[config.mk]
export PLATFORM = sky130hd
export DESIGN_NAME = cla_adder_pipe_flat
export DESIGN_NICKNAME = d
export VERILOG_FILES = /design/src/rtl/cla_adder_pipe_if.sv /design/src/rtl/cla_adder_pipe.sv /design/src/flat_wrapper.sv
export SDC_FILE = /design/constraint.sdc
export NUM_CORES = 1
export LEC_CHECK = 0
export ABC_CLOCK_PERIOD_IN_PS = 4100
export CAP_MARGIN = 15
export CORE_AREA = 2 2 68 70
export DETAILED_ROUTE_END_ITERATION = 16
export DIE_AREA = 0 0 70 72
export DONT_BUFFER_PORTS = 1
export PLACE_DENSITY = 0.74
export SYNTH_ARGS = -nofsm -noshare
export SYNTH_HDL_FRONTEND = slang
export SYNTH_SLANG_ARGS = --single-unit
[constraint.sdc]
create_clock -name clk -period 4.1 [get_ports clk]
set_input_delay 1.025 -clock clk [delete_from_list [all_inputs] [get_ports clk]]
set_output_delay 1.025 -clock clk [all_outputs]
set_load 0.05 [all_outputs]
[src/rtl/cla_adder_pipe_if.sv]
// Operand/result stream bundle for cla_adder_pipe.
// The operand side and the result side each carry their own valid/ready pair.
interface cla_adder_pipe_if #(
    parameter int WIDTH = 16
);
    logic             in_valid;
    logic             in_ready;
    logic [WIDTH-1:0] a;
    logic [WIDTH-1:0] b;
    logic             cin;
    logic             sub;
    logic             out_valid;
    logic             out_ready;
    logic [WIDTH-1:0] sum;
    logic             cout;
    logic             ovf;

    modport master (
        output in_valid, a, b, cin, sub, out_ready,
        input  in_ready, out_valid, sum, cout, ovf
    );

    modport slave (
        input  in_valid, a, b, cin, sub, out_ready,
        output in_ready, out_valid, sum, cout, ovf
    );
endinterface

[src/rtl/cla_adder_pipe.sv]
// Pipelined block-carry-lookahead adder/subtractor. Each stage resolves GPS lookahead groups,
// and the group carry ripples from one stage register to the next under a single global stall.
module cla_adder_pipe #(
    parameter int WIDTH  = 16,
    parameter int BLOCK  = 4,
    parameter int STAGES = 2
) (
    input  logic            clk,
    input  logic            rst,
    cla_adder_pipe_if.slave bus
);
    localparam int NGROUPS = WIDTH / BLOCK;
    localparam int SDIV    = (STAGES < 1) ? 1 : STAGES;
    localparam int GPS     = NGROUPS / SDIV;
    localparam int IW      = (WIDTH > 1) ? $clog2(WIDTH) : 1;

    if ((WIDTH % BLOCK) != 0) begin : g_bad_block
        $error("cla_adder_pipe: WIDTH=%0d is not a multiple of BLOCK=%0d", WIDTH, BLOCK);
    end
    if ((STAGES < 1) || (STAGES > NGROUPS) || ((NGROUPS % SDIV) != 0)) begin : g_bad_stages
        $error("cla_adder_pipe: STAGES=%0d must divide NGROUPS=%0d", STAGES, NGROUPS);
    end

    typedef struct packed {
        logic [BLOCK-1:0] s;
        logic             c_top;
        logic             c_out;
    } grp_t;

    // Full lookahead inside one group: carry into bit i is G[i-1:0] | P[i-1:0] & c0.
    function automatic grp_t add_group(input logic [BLOCK-1:0] ga,
                                       input logic [BLOCK-1:0] gb,
                                       input logic             c0);
        logic [BLOCK-1:0] g;
        logic [BLOCK-1:0] p;
        logic [BLOCK:0]   c;
        logic             term;
        grp_t             r;
        g    = ga & gb;
        p    = ga ^ gb;
        c    = '0;
        c[0] = c0;
        for (int i = 1; i <= BLOCK; i++) begin
            c[i] = c0;
            for (int m = 0; m < i; m++) c[i] = c[i] & p[m];
            for (int j = 0; j < i; j++) begin
                term = g[j];
                for (int m = j + 1; m < i; m++) term = term & p[m];
                c[i] = c[i] | term;
            end
        end
        r.s     = p ^ c[BLOCK-1:0];
        r.c_top = c[BLOCK-1];
        r.c_out = c[BLOCK];
        return r;
    endfunction

    // Index k of these arrays is the input seen by stage k.
    logic [STAGES-1:0][WIDTH-1:0] in_a;
    logic [STAGES-1:0][WIDTH-1:0] in_b;
    logic [STAGES-1:0][WIDTH-1:0] in_sum;
    logic [STAGES-1:0]            in_c;
    logic [STAGES-1:0]            in_v;
    logic                         adv;

    assign adv          = !bus.out_valid || bus.out_ready;
    assign bus.in_ready = adv;

    assign in_a[0]   = bus.a;
    assign in_b[0]   = bus.b ^ {WIDTH{bus.sub}};
    assign in_c[0]   = bus.sub | bus.cin;
    assign in_v[0]   = bus.in_valid;
    assign in_sum[0] = '0;

    for (genvar k = 0; k < STAGES; k++) begin : g_stage
        logic [WIDTH-1:0] nxt_sum;
        logic             nxt_c;
        logic             nxt_top;
        grp_t             grp;
        logic [IW-1:0]    lo;

        // NOTE: blocking assignments here build the carry chain in loop order; every target
        // gets a default first so no latch is inferred.
        always_comb begin
            nxt_sum = in_sum[k];
            nxt_c   = in_c[k];
            nxt_top = 1'b0;
            grp     = '0;
            lo      = '0;
            for (int g = 0; g < GPS; g++) begin
                lo                   = IW'((k * GPS + g) * BLOCK);
                grp                  = add_group(in_a[k][lo +: BLOCK], in_b[k][lo +: BLOCK], nxt_c);
                nxt_sum[lo +: BLOCK] = grp.s;
                nxt_top              = grp.c_top;
                nxt_c                = grp.c_out;
            end
        end

        if (k < STAGES - 1) begin : g_mid
            logic [WIDTH-1:0] a_q;
            logic [WIDTH-1:0] b_q;
            logic [WIDTH-1:0] sum_q;
            logic             c_q;
            logic             v_q;

            // NOTE: data registers are reset too so no X can ever reach the outputs;
            // after reset they only load on valid beats.
            always_ff @(posedge clk or posedge rst) begin
                if (rst) begin
                    v_q   <= 1'b0;
                    a_q   <= '0;
                    b_q   <= '0;
                    sum_q <= '0;
                    c_q   <= 1'b0;
                end else if (adv) begin
                    v_q <= in_v[k];
                    if (in_v[k]) begin
                        a_q   <= in_a[k];
                        b_q   <= in_b[k];
                        sum_q <= nxt_sum;
                        c_q   <= nxt_c;
                    end
                end
            end

            assign in_a[k+1]   = a_q;
            assign in_b[k+1]   = b_q;
            assign in_sum[k+1] = sum_q;
            assign in_c[k+1]   = c_q;
            assign in_v[k+1]   = v_q;
        end else begin : g_last
            logic [WIDTH-1:0] sum_q;
            logic             c_q;
            logic             ovf_q;
            logic             v_q;

            // Result fields change only on a valid beat, so a bubble leaves the last value showing.
            always_ff @(posedge clk or posedge rst) begin
                if (rst) begin
                    v_q   <= 1'b0;
                    sum_q <= '0;
                    c_q   <= 1'b0;
                    ovf_q <= 1'b0;
                end else if (adv) begin
                    v_q <= in_v[k];
                    if (in_v[k]) begin
                        sum_q <= nxt_sum;
                        c_q   <= nxt_c;
                        ovf_q <= nxt_top ^ nxt_c;
                    end
                end
            end

            assign bus.out_valid = v_q;
            assign bus.sum       = sum_q;
            assign bus.cout      = c_q;
            assign bus.ovf       = ovf_q;
        end
    end
endmodule

[src/flat_wrapper.sv]
// flat-port wrapper written by rule: the top's interface ports become plain ports
module cla_adder_pipe_flat 
#(
    parameter int WIDTH  = 16,
    parameter int BLOCK  = 4,
    parameter int STAGES = 2
)
  (clk, rst, bus_in_valid, bus_a, bus_b, bus_cin, bus_sub, bus_out_ready, bus_in_ready, bus_out_valid, bus_sum, bus_cout, bus_ovf);
  cla_adder_pipe_if #(.WIDTH(WIDTH)) bus_i ();
  input  logic clk;
  input  logic rst;
  input wire logic [$bits(bus_i.in_valid)-1:0] bus_in_valid;
  input wire logic [$bits(bus_i.a)-1:0] bus_a;
  input wire logic [$bits(bus_i.b)-1:0] bus_b;
  input wire logic [$bits(bus_i.cin)-1:0] bus_cin;
  input wire logic [$bits(bus_i.sub)-1:0] bus_sub;
  input wire logic [$bits(bus_i.out_ready)-1:0] bus_out_ready;
  output wire logic [$bits(bus_i.in_ready)-1:0] bus_in_ready;
  output wire logic [$bits(bus_i.out_valid)-1:0] bus_out_valid;
  output wire logic [$bits(bus_i.sum)-1:0] bus_sum;
  output wire logic [$bits(bus_i.cout)-1:0] bus_cout;
  output wire logic [$bits(bus_i.ovf)-1:0] bus_ovf;
  assign bus_i.in_valid = bus_in_valid;
  assign bus_i.a = bus_a;
  assign bus_i.b = bus_b;
  assign bus_i.cin = bus_cin;
  assign bus_i.sub = bus_sub;
  assign bus_i.out_ready = bus_out_ready;
  assign bus_in_ready = bus_i.in_ready;
  assign bus_out_valid = bus_i.out_valid;
  assign bus_sum = bus_i.sum;
  assign bus_cout = bus_i.cout;
  assign bus_ovf = bus_i.ovf;
  cla_adder_pipe #(.WIDTH(WIDTH), .BLOCK(BLOCK), .STAGES(STAGES)) u_core (.clk(clk), .rst(rst), .bus(bus_i));
endmodule
; Word-level counts from Yosys, hierarchy flattened
; Index checks and enable logic that the tools add are counted.
[totals]
reg_bits = 61
wordCells = 108
[op_classes]
n_bitwise = 95
reduce_logical = 4
[ops]
columns = op, count
row1 = $or A1 B1 Y1, 41
row2 = $and A1 B1 Y1, 40
row3 = $xor A4 B4 Y4, 8
row4 = $and A4 B4 Y4, 4
row5 = $xor A16 B16 Y16, 1
row6 = $reduce_and A2 Y1, 2
row7 = $logic_not A1 Y1, 1
row8 = $logic_or A1 B1 Y1, 1
row9 = $xor A1 B1 Y1, 1

; Logic depth before layout (Yosys ltp)
; Gate-level depths: netlist (run 1).
[logic_depth]
depth_word = 18
ltp_mapped = 12
depth_no_buf = 10

; Least setup slack after synthesis (run 1)
; Ideal clock, no wire load.
[synth_path]
path_kind = input port to flip-flop
start = input port bus_sub
end = register u_core.g_stage[0].g_mid.c_q
setup_time_ps = 124
arrival_ps = 3329
t_required_ps = 3976
setup_slack_ps = 647
path_stages = 12
path_cell_list = buf_2 -> buf_4 -> xor2_1 -> ha_1 -> ha_1 -> o211ai_1 -> nand2_1 -> a21o_1 -> ha_1 -> o211a_1 -> o21a_1 -> o31a_1
[synth_via]
elab_chain_cells = 18
elab_cells_between_ends = 34
[synth_lines]
columns = element, line_no
row1 = "start, declared", flat_wrapper.sv:16  ; input wire logic [$bits(bus_i.sub)-1:0] bus_sub;
row2 = $xor A16 B16 Y16, cla_adder_pipe.sv:70  ; assign in_b[0] = bus.b ^ {WIDTH{bus.sub}};
row3 = $xor A4 B4 Y4, cla_adder_pipe.sv:40  ; p = ga ^ gb;
row4 = $and A1 B1 Y1 (4 in series), cla_adder_pipe.sv:45  ; for (int m = 0; m < i; m++) c[i] = c[i] & p[m];
row5 = $or A1 B1 Y1 (4 in series), cla_adder_pipe.sv:49  ; c[i] = c[i] | term;
row6 = $and A1 B1 Y1 (4 in series), cla_adder_pipe.sv:45
row7 = $or A1 B1 Y1 (3 in series), cla_adder_pipe.sv:49
row8 = $or A1 B1 Y1 *, cla_adder_pipe.sv:49
row9 = "end signal, assigned", cla_adder_pipe.sv:121  ; c_q <= nxt_c;
row10 = "end, declared", cla_adder_pipe.sv:103  ; logic c_q;
; Every way passes the cells marked *; elsewhere a longest branch is shown, timed or not.
; A chain may end at the register's enable or synchronous reset.

; Final worst setup path (run 1)
; Ends and elaborated chain as after synthesis.

==> parameters.txt, run 1 <==
Parameter                              Value

Clock network
  Number of buffers added to fix hold violations after cts    0
  Cts bufs inserted    5
  H-tree levels    2
  Setup bufs post-CTS    0
  Clock tree from TritonCTS    built
  Buffer cell driving the clock tree root    sky130_fd_sc_hd__clkbuf_8
  Worst-Skew Late Latency    0.30 ns
  Maximum number of buffers from clock root to sink    2
  Clock slew at the register clock pins of the worst setup and hold paths    0.08 ns
  Clock sink count    45
  Number of gates given a new drive strength after cts    0

Drt
  Drt drc    0
  DR iter-0 viols    63
  Count of TritonRoute iterations in the first routing pass    4
  Via total after detailed routing    1,688
  Via-per-instance ratio    6.229
  Post-Route WL    5270 µm
  Remaining number of nets flagged by the antenna check after routing    0
  Routed length per instance    19.45 µm

Pwr
  Total Power    0.001693 W
  Highest ir drop seen on vdd    224.8 µV
  Leakage    1.210 nW
  Cell Pwr Density    640.2 nW/µm²

STA
  Worst relative slew slack    0.3716
  Share of the cycle needed by the critical path after routing    0.7078
  Worst-case hold slack    0.5105 ns
  Transition time at the pin with the least slew margin    0.9412 ns
  Setup TNS Final    0 ns
  Number of hold violations in the final report    0
  Worst Skew    0.003045 ns
  Number of pins exceeding their max-slew limit in the final report    0
  Final setup violation count    0
  F_max    344.6 MHz
  Unrepaired setup endpoints after global routing    false
  Final min period    2.902 ns

Job
  Number of maximum-capacitance violations    0

Worst setup path
  Worst Path Arrival    3.09 ns
  Startpoint type of the worst setup path    input pin
  Critical Path RT    4.29 ns
  Worst Path Max Fanout    17
  Setup slack of the most critical reg-to-reg path    1.27 ns
  Worst setup path class    input pin to flip-flop
  Crit. End Element    flip-flop

GRT
  Vias in the first global route    1,789
  Remaining global-route overflow    0
  Total global routing track utilization    0.2208
  First-pass GRT wire length    8673 µm
  Antenna violations before repair    0
  Largest net degree at the start of global routing    46

Synth
  Async set-or-reset flop fraction in the synthesized netlist    1.000
  Synthesized cell area    2511 µm²
  Number of synthesized flops with an enable pin    0
  Prevailing post-synth register cell    sky130_fd_sc_hd__dfrtp_1
  Syn avg cell area    11.57 µm²
  Sequential cell area fraction in the yosys report    0.4484
  Flip-flop and latch count after synthesis    45
  Gate count of the mapped netlist    217
  Number of warning messages in the yosys log    0
  Count of unique library cells instantiated by Yosys    38
  Post-Synthesis Net Count    279

Layout
  Most frequent cells in the layout    45 x sky130_fd_sc_hd__dfrtp_1, 36 x sky130_fd_sc_hd__o21ai_0, 20 x sky130_fd_sc_hd__ha_1
  Diodes inserted    0
  Number of nets at the end of the flow    280
  Relative area change from synthesis to final layout    5.331%
  Post-route design area    2645 µm²
  Share of post-route cells with drive strength above 1    0.1689
  Commonest non-fill, non-tap cell in the layout    sky130_fd_sc_hd__dfrtp_1

Place
  Dpl cell area    2544 µm²
  DP Wirelength    3878 µm
  Placer Congestion    0.8083
  Count of input and output buffers    0

Floorplan
  Rows    24
  Total die area    5040 µm²
  X dimension of the die    70 µm
  Top-level I/O count    58
  Area of the core region    4264 µm²
  Initial standard-cell utilization of the core    0.5889
  Chip height    72 µm

Hold path
  HP Class    flip-flop to flip-flop

Status
  Run status    completed
-- path summary, 6_finish.rpt --
check / startpoint / to / cells past startpoint
setup reg to reg: u_core.g_stage[0].g_mid.b_q[8] / u_core.bus.ovf / 9
hold / removal: u_core.g_stage[0].g_mid.sum_q[0] / u_core.bus.sum[0] / 1
setup / recovery: bus_sub / u_core.g_stage[0].g_mid.c_q / 10
min in group asynchronous: rst / u_core.bus.cout / 1
hold reg to reg: u_core.g_stage[0].g_mid.sum_q[0] / u_core.bus.sum[0] / 1
max in group asynchronous: rst / u_core.g_stage[0].g_mid.sum_q[1] / 1
-- registers in the layout (all words and copies together) (netlist names) --
name                        count
u_core.g_stage.g_mid.c_q        1
u_core.bus.out_valid            1
u_core.g_stage.g_mid.v_q        1
u_core.g_stage.g_mid.a_q        8
u_core.bus.cout                 1
u_core.g_stage.g_mid.b_q        8
u_core.g_stage.g_mid.sum_q      8
u_core.bus.sum                 16
u_core.bus.ovf                  1
-- worst max-delay path, cell delays in order --
cell and delay (ns):
sky130_fd_sc_hd__xor2_1 0.15, sky130_fd_sc_hd__ha_1 0.28, sky130_fd_sc_hd__ha_1 0.20, sky130_fd_sc_hd__o211ai_1 0.23, sky130_fd_sc_hd__nand2_1 0.10, sky130_fd_sc_hd__a21o_1 0.19
sky130_fd_sc_hd__ha_1 0.21, sky130_fd_sc_hd__o211a_1 0.24, sky130_fd_sc_hd__o21a_1 0.22, sky130_fd_sc_hd__o31a_1 0.25
-- cell usage after synthesis, types with 3 or more instances --
cell,count,area [µm²]
sky130_fd_sc_hd__xnor2_1,10,87.58
sky130_fd_sc_hd__o211a_1,3,30.03
sky130_fd_sc_hd__o31ai_1,7,52.55
sky130_fd_sc_hd__mux2_2,18,202.7
sky130_fd_sc_hd__ha_1,20,250.2
sky130_fd_sc_hd__nor3_1,7,35.03
sky130_fd_sc_hd__dfrtp_1,45,1126
sky130_fd_sc_hd__a21o_1,5,37.54
sky130_fd_sc_hd__o21ai_0,36,180.2
sky130_fd_sc_hd__clkbuf_1,3,11.26
sky130_fd_sc_hd__inv_1,9,33.78
sky130_fd_sc_hd__o21a_1,11,82.58
sky130_fd_sc_hd__xor2_1,10,87.58
sky130_fd_sc_hd__fa_1,4,80.08
sky130_fd_sc_hd__a21oi_1,3,15.01
-- cells by family after synthesis --
logic type,Yosys count,synth area share
buf+inv,17,0.03288
flops,45,0.4484
simple gates,21,0.05630
fa+ha+maj,24,0.1315
xor+xnor,20,0.06975
mux,18,0.08072
compound gates,72,0.1804
-- per-layer routing --
metal	up-vias	wire [µm]	GRT usage
li1	782	-	-
met1	817	2115	0.2534
met2	74	2615	0.3757
met3	15	390	0.06667
met4	0	149	0.1154
met5	-	0	0
-- report_power, final --
part / internal [W] / switching, W / total [W]
Sequential: 0.000578 / 0.000407 / 0.000985
Combinational: 0.000201 / 0.000206 / 0.000407
Clock: 0.000152 / 0.000148 / 0.000301
Total: 0.000932 / 0.000761 / 0.00169
-- layout make-up --
cell class              instances  area, µm²
fillers                       348       1619
well taps                      52      65.06
clock buffers                   7      96.34
flip-flops and latches         45       1126
inverters                      10      42.54
clock inverters                 1      5.005
multi-input cells             155       1303
repair buffers                  1      7.507
-- stage by stage --
| step | utilization | cells | setup slack, ns |
|---|---|---|---|
| 2_1_floorplan | - | 217 | 0.6473 |
| 3_3_place_gp | 0.5965 | 263 | 0.9844 |
| 3_5_place_dp | 0.5965 | 263 | 0.8938 |
| 4_1_cts | 0.6203 | 271 | 1.218 |
| 5_1_grt | 0.6203 | 271 | 1.045 |
| 6_report | 0.6203 | 271 | 1.198 |
(Power assumes the default switching activity.)
==> inputs of run 2 (changes only) <==
ABC_CLOCK_PERIOD_IN_PS = 2500   (was 4100)
CORE_AREA = 2 2 70 72   (was 2 2 68 70)
DIE_AREA = 0 0 72 74   (was 0 0 70 72)
PLACE_DENSITY = 0.73   (was 0.74)
clock period = 2.5 ns   (was 4.1 ns; I/O delays follow)
==> parameters.txt, run 2 (synthesis gave the netlist of run 1 again) <==
Parameter                              Value

Place
  Setup Slack @ Placement    -0.2044 ns
  Placer Congestion    0.7247
  Dpl cell area    2631 µm²
  Placed insts    274
  Count of input and output buffers    0
  DP Wirelength    3526 µm

Clock network
  Maximum number of buffers from clock root to sink    2
  Clock slew at the register clock pins of the worst setup and hold paths    0.08 ns
  H-tree levels    2
  Number of buffers added to fix hold violations after cts    0
  Worst-Skew Late Latency    0.29 ns
  Buffer cell driving the clock tree root    sky130_fd_sc_hd__clkbuf_8
  Clock sink count    45
  Clock tree from TritonCTS    built
  Cts bufs inserted    5

STA
  F_max    397.6 MHz
  Number of pins exceeding their max-slew limit in the final report    0
  Number of hold violations in the final report    0
  Final min period    2.515 ns
  Final setup violation count    1
  Worst Skew    0.005191 ns
  Unrepaired setup endpoints after global routing    true
  Worst-case hold slack    0.3431 ns
  Share of the cycle needed by the critical path after routing    1.006
  Final setup margin    -0.01513 ns
  Transition time at the pin with the least slew margin    0.5503 ns
  Worst relative slew slack    0.6331

Worst setup path
  Worst Path Arrival    2.73 ns
  Critical Path RT    2.72 ns
  Startpoint type of the worst setup path    flip-flop
  Worst r2r path cells    9
  Setup slack of the most critical reg-to-reg path    -0.02 ns
  Critical R2R Launch    u_core.g_stage[0].g_mid.b_q[8]
  Launching element of the worst setup path    u_core.g_stage[0].g_mid.b_q[8]
  Crit Reg-Reg Endpoint    u_core.bus.ovf
  Worst Path Max Fanout    4
  Worst setup path class    flip-flop to flip-flop
  Crit. End Element    flip-flop

Drt
  Via-per-instance ratio    5.849
  Remaining number of nets flagged by the antenna check after routing    0
  Drt drc    0
  Routed length per instance    17.01 µm
  DR iter-0 viols    73
  Via total after detailed routing    1,667
  Count of TritonRoute iterations in the first routing pass    4
  Post-Route WL    4849 µm

Layout
  Most frequent cells in the layout    45 x sky130_fd_sc_hd__dfrtp_1, 36 x sky130_fd_sc_hd__o21ai_0, 17 x sky130_fd_sc_hd__mux2_2
  Post-route design area    2816 µm²
  Number of nets at the end of the flow    292
  Relative area change from synthesis to final layout    12.16%
  Max reg flops    16
  Number of fill cells    378
  Number of standard cells in the layout, taps in and fillers out    285
  FF/Latch Area    1126 µm²
  Diodes inserted    0
  Total area of multi-input combinational cells    1349 µm²
  Share of post-route cells with drive strength above 1    0.2381
  Commonest non-fill, non-tap cell in the layout    sky130_fd_sc_hd__dfrtp_1

Hold path
  HP Class    input pin to asynchronous set/reset pin

Floorplan
  X dimension of the die    72 µm
  Total die area    5328 µm²
  Chip height    74 µm
  Top-level I/O count    58
  Area of the core region    4598 µm²
  Rows    25
  Initial standard-cell utilization of the core    0.5461

Job
  Number of maximum-capacitance violations    0

GRT
  Antenna violations before repair    0
  Vias in the first global route    1,704
  Total global routing track utilization    0.1983
  Largest net degree at the start of global routing    46
  Remaining global-route overflow    0
  First-pass GRT wire length    8024 µm

Pwr
  Cell Pwr Density    1066 nW/µm²
  Highest ir drop seen on vdd    348.1 µV
  Leakage    1.275 nW

Status
  Run status    finished, violations left
  Failing checks    negative setup slack
-- run 2: how the worst max path moves through the flow --
stage / end / slack [ns] / cells past startpoint
2_1_floorplan: u_core.g_stage[0].g_mid.c_q / -0.36 / 12
3_3_place_gp: u_core.g_stage[0].g_mid.c_q / -0.16 / 10
3_5_place_dp: u_core.g_stage[0].g_mid.c_q / -0.20 / 10
4_1_cts: u_core.bus.ovf / -0.02 / 9
5_1_grt: u_core.bus.ovf / -0.13 / 9
6_report: u_core.bus.ovf / -0.02 / 9
-- run 2: worst max-delay path, cell delays in order, from the launching register on --
cell                      delay (ns)
sky130_fd_sc_hd__dfrtp_1        0.39
sky130_fd_sc_hd__ha_1           0.30
sky130_fd_sc_hd__ha_2           0.18
sky130_fd_sc_hd__o211a_1        0.23
sky130_fd_sc_hd__o21a_1         0.19
sky130_fd_sc_hd__or2_4          0.25
sky130_fd_sc_hd__ha_4           0.16
sky130_fd_sc_hd__o211a_4        0.23
sky130_fd_sc_hd__or3_1          0.36
sky130_fd_sc_hd__a31oi_1        0.16
-- run 2: final cells by class --
type | count | share of cell area
Multi-Input combinational cell | 155 | 0.4789
Sequential cell | 45 | 0.3998
Timing Repair Buffer | 13 | 0.03465
Clock buffer | 5 | 0.02443
Tap cell | 54 | 0.02399
Clock inverter | 3 | 0.02310
Inverter | 10 | 0.01510
-- run 2: layer usage --
layer	vias to the layer above	wire, µm	global-route usage
met3	2	244	0.05556
li1	798	-	-
met1	818	2088	0.2402
met5	-	0	0
met4	0	40	0.06709
met2	49	2476	0.3447
-- run 2: repair_timing --
action / in CTS / in global routing
gates resized for setup: 2 / 3
pin swaps: 7 / 4
hold endpoints to repair: 0 / 0
setup buffers: 2 / 1
setup endpoints to repair: 2 / 5
-- run 2: per-stage QoR --
step	total power [W]	utilization	setup TNS, ns
final	0.003002	0.6125	-0.01513
after global routing	0.003172	0.6125	-0.1754
after CTS	0.002992	0.6073	-0.01959
after detailed placement	0.002337	0.5722	-0.5277
after global placement	0.002306	0.5722	-0.3758
after floorplan	0.002149	-	-1.081
-- run 2: power by group --
group	leakage (nW)	internal, W	switching, W
combinational	0.666	0.000401	0.000365
sequential	0.542	0.000948	0.000654
clock	0.0681	0.000397	0.000237
==> variant, RTL diff (settings of run 1) <==
`WIDTH` is set to 16 in 3 places; all go to 8.
--- a/src/rtl/cla_adder_pipe_if.sv
+++ b/src/rtl/cla_adder_pipe_if.sv
@@ -1,7 +1,7 @@
 // Operand/result stream bundle for cla_adder_pipe.
 // The operand side and the result side each carry their own valid/ready pair.
 interface cla_adder_pipe_if #(
-    parameter int WIDTH = 16
+    parameter int WIDTH = 8
 );
     logic             in_valid;
     logic             in_ready;
--- a/src/rtl/cla_adder_pipe.sv
+++ b/src/rtl/cla_adder_pipe.sv
@@ -1,7 +1,7 @@
 // Pipelined block-carry-lookahead adder/subtractor. Each stage resolves GPS lookahead groups,
 // and the group carry ripples from one stage register to the next under a single global stall.
 module cla_adder_pipe #(
-    parameter int WIDTH  = 16,
+    parameter int WIDTH  = 8,
     parameter int BLOCK  = 4,
     parameter int STAGES = 2
 ) (
--- a/src/flat_wrapper.sv
+++ b/src/flat_wrapper.sv
@@ -1,7 +1,7 @@
 // flat-port wrapper written by rule: the top's interface ports become plain ports
 module cla_adder_pipe_flat 
 #(
-    parameter int WIDTH  = 16,
+    parameter int WIDTH  = 8,
     parameter int BLOCK  = 4,
     parameter int STAGES = 2
 )
Ports: changed (resized bus_a, bus_b and bus_sum); port bits go from 58 to 34. No check against the original RTL was run, so the function may have changed too.
==> variant against run 1 <==
Register-to-register slack improved by 930 ps. Worst setup slack better by 390 ps. Clock skew up 5.3 ps. Global-route usage is 11 points lower. Sequential share of layout area up 0.57 points. Fmax rose by 15%. Clock power shrank 51%. Wire length is 52% lower. Sequential cell count fell by 20. Final area shrank 45%. Synthesized area fell by 46%. Total power is 47% lower. Largest cell class unchanged. Highest routed layer unchanged.
==> variant: results (changes against run 1) <==
stage,metric,value,unit,change
outcome,outcome,finished clean,,
cells_and_area,final net count,155,,-45%
worst_hold_path,Hold Crit Class,flop to flop,,
global_routing,vias in the first global route,877,,-51%
sta,Least-Margin Pin Slew,919,ps,-22.0 ps
worst_setup_path,crit path DAT,1490,ps,-1600 ps
drt,DR WL met2,1.07,mm,-59%
sta,final setup skew,8.38,ps,+5.33 ps
drt,total iterations of the first detailed-routing run,4,,unchanged
yosys,Synth cell types,26,,-32%
yosys,Area contributors post-synth,"dfrtp_1 (46%), ha_1 (9.3%), mux2_2 (7.5%)",,
global_routing,GRT Overall Usage,11.1,%,-11 points
yosys,Synth top cells by count,"dfrtp_1 (25), o21ai_0 (20), ha_1 (10)",,
cells_and_area,layout cells sized above 1,15.0,%,-1.9 points
place,Setup WS pre-CTS,1610,ps,+721 ps
global_routing,first-pass GRT wire length,4.32,mm,-50%
yosys,post-synthesis sequential area ratio,46.4,%,+1.5 points
place,PortBufs,0,,unchanged
sta,achievable frequency,0.398,GHz,+15%
cells_and_area,post-route insts no fill,172,,-37%
power_and_ir_drop,Pleak,0.000660,uW,-45%
cells_and_area,max FFs per register,8,,-8
cts,CTS Buffer Depth,2,,unchanged
place,HPWL Detailed,2.00,mm,-48%
cts,Setup Buffers After CTS,0,,unchanged
drt,drt total wl,2.52,mm,-52%
drt,Initial DRC Count,63,,unchanged
yosys,syn_nets,152,,-46%
drt,met3 wire len,142,um,-64%
cts,CTS resizes,0,,unchanged
yosys,Mapped Avg Cell Area,11.4,um^2,-1.2%
drt,M1 WL,1.24,mm,-41%
cts,CTS buffer count,3,,-2
cts,Root Buffer,clkbuf_8,,
place,Routability Congestion,0.766,,-5.2%
drt,Top Layer Used,met4,,
yosys,"Async S/R FF share, synth",100,%,unchanged
power_and_ir_drop,Max rail drop VDD,0.000197,V,-13%
cts,Worst-Skew Late Latency,280,ps,-20 ps
drt,via count,847,,-50%
cts,Worst-path clk slew,90,ps,
cts,CTS H-tree depth,1,,-1
worst_setup_path,flop-to-flop setup slack,2200,ps,+930 ps
worst_setup_path,Crit Path Max Fanout,13,,-4
cells_and_area,ANT cells,0,,unchanged
global_routing,largest net degree at the start of global routing,26,,-43%
yosys,Yosys warnings,0,,unchanged
## variant: area by class of cell
| class | count | area, um^2 |
|---|---|---|
| sequential | 25 | 626 |
| fill | 434 | 2810 |
| tap | 52 | 65.1 |
| inverter | 8 | 32.5 |
| multi-input combinational | 83 | 682 |
| clock buffer | 4 | 45.0 |
## variant: final timing paths
| kind | startpoint | to | cells after the start |
|---|---|---|---|
| setup / recovery | u_core.bus.out_valid | bus_in_ready | 2 |
| hold / removal | u_core.g_stage[0].g_mid.sum_q[1] | u_core.bus.sum[1] | 1 |
| setup reg to reg | u_core.bus.out_valid | u_core.bus.sum[3] | 4 |
| hold reg to reg | u_core.g_stage[0].g_mid.sum_q[1] | u_core.bus.sum[1] | 1 |
| max in group asynchronous | rst | u_core.g_stage[0].g_mid.a_q[7] | 1 |
| min in group asynchronous | rst | u_core.g_stage[0].g_mid.v_q | 1 |
## variant: through the flow
step	total power, uW	hold WS [ps]	area (um^2)
floorplan	710	470	1350
global placement	753	492	1410
detailed placement	758	493	1410
CTS	905	513	1450
global route	952	535	1450
finish	897	510	1450
## variant: critical path, stage by stage (launching register included)
cell     delay [ps]
dfrtp_1         630
nor2b_4         420
inv_4           170
## variant: logic make-up (layout without fill, tap and decap cells)
group,after synthesis,count (layout),synth area share (%)
buffers and inverters,10,12,3.06
muxes,9,9,7.51
adders and majority gates,12,12,12.2
DFF,25,25,46.4
AOI/OAI and AO/OA,41,41,19.6
xor gates and xnor gates,10,10,6.49
and+or+nand+nor,11,11,4.73
## variant: power by group
part	internal (uW)	total [uW]	leakage [uW]	switching, uW
combinational	104	207	0.000337	103
sequential	319	543	0.000299	224
clock	69.7	148	0.0000228	77.9
## variant: per-layer routing
layer  vias to the layer above  global-route usage, %
met1                       388                   14.9
met3                         5                   2.64
met4                         0                   6.41
met2                        29                   16.4
met5                         -                      0
li1                        425                      -
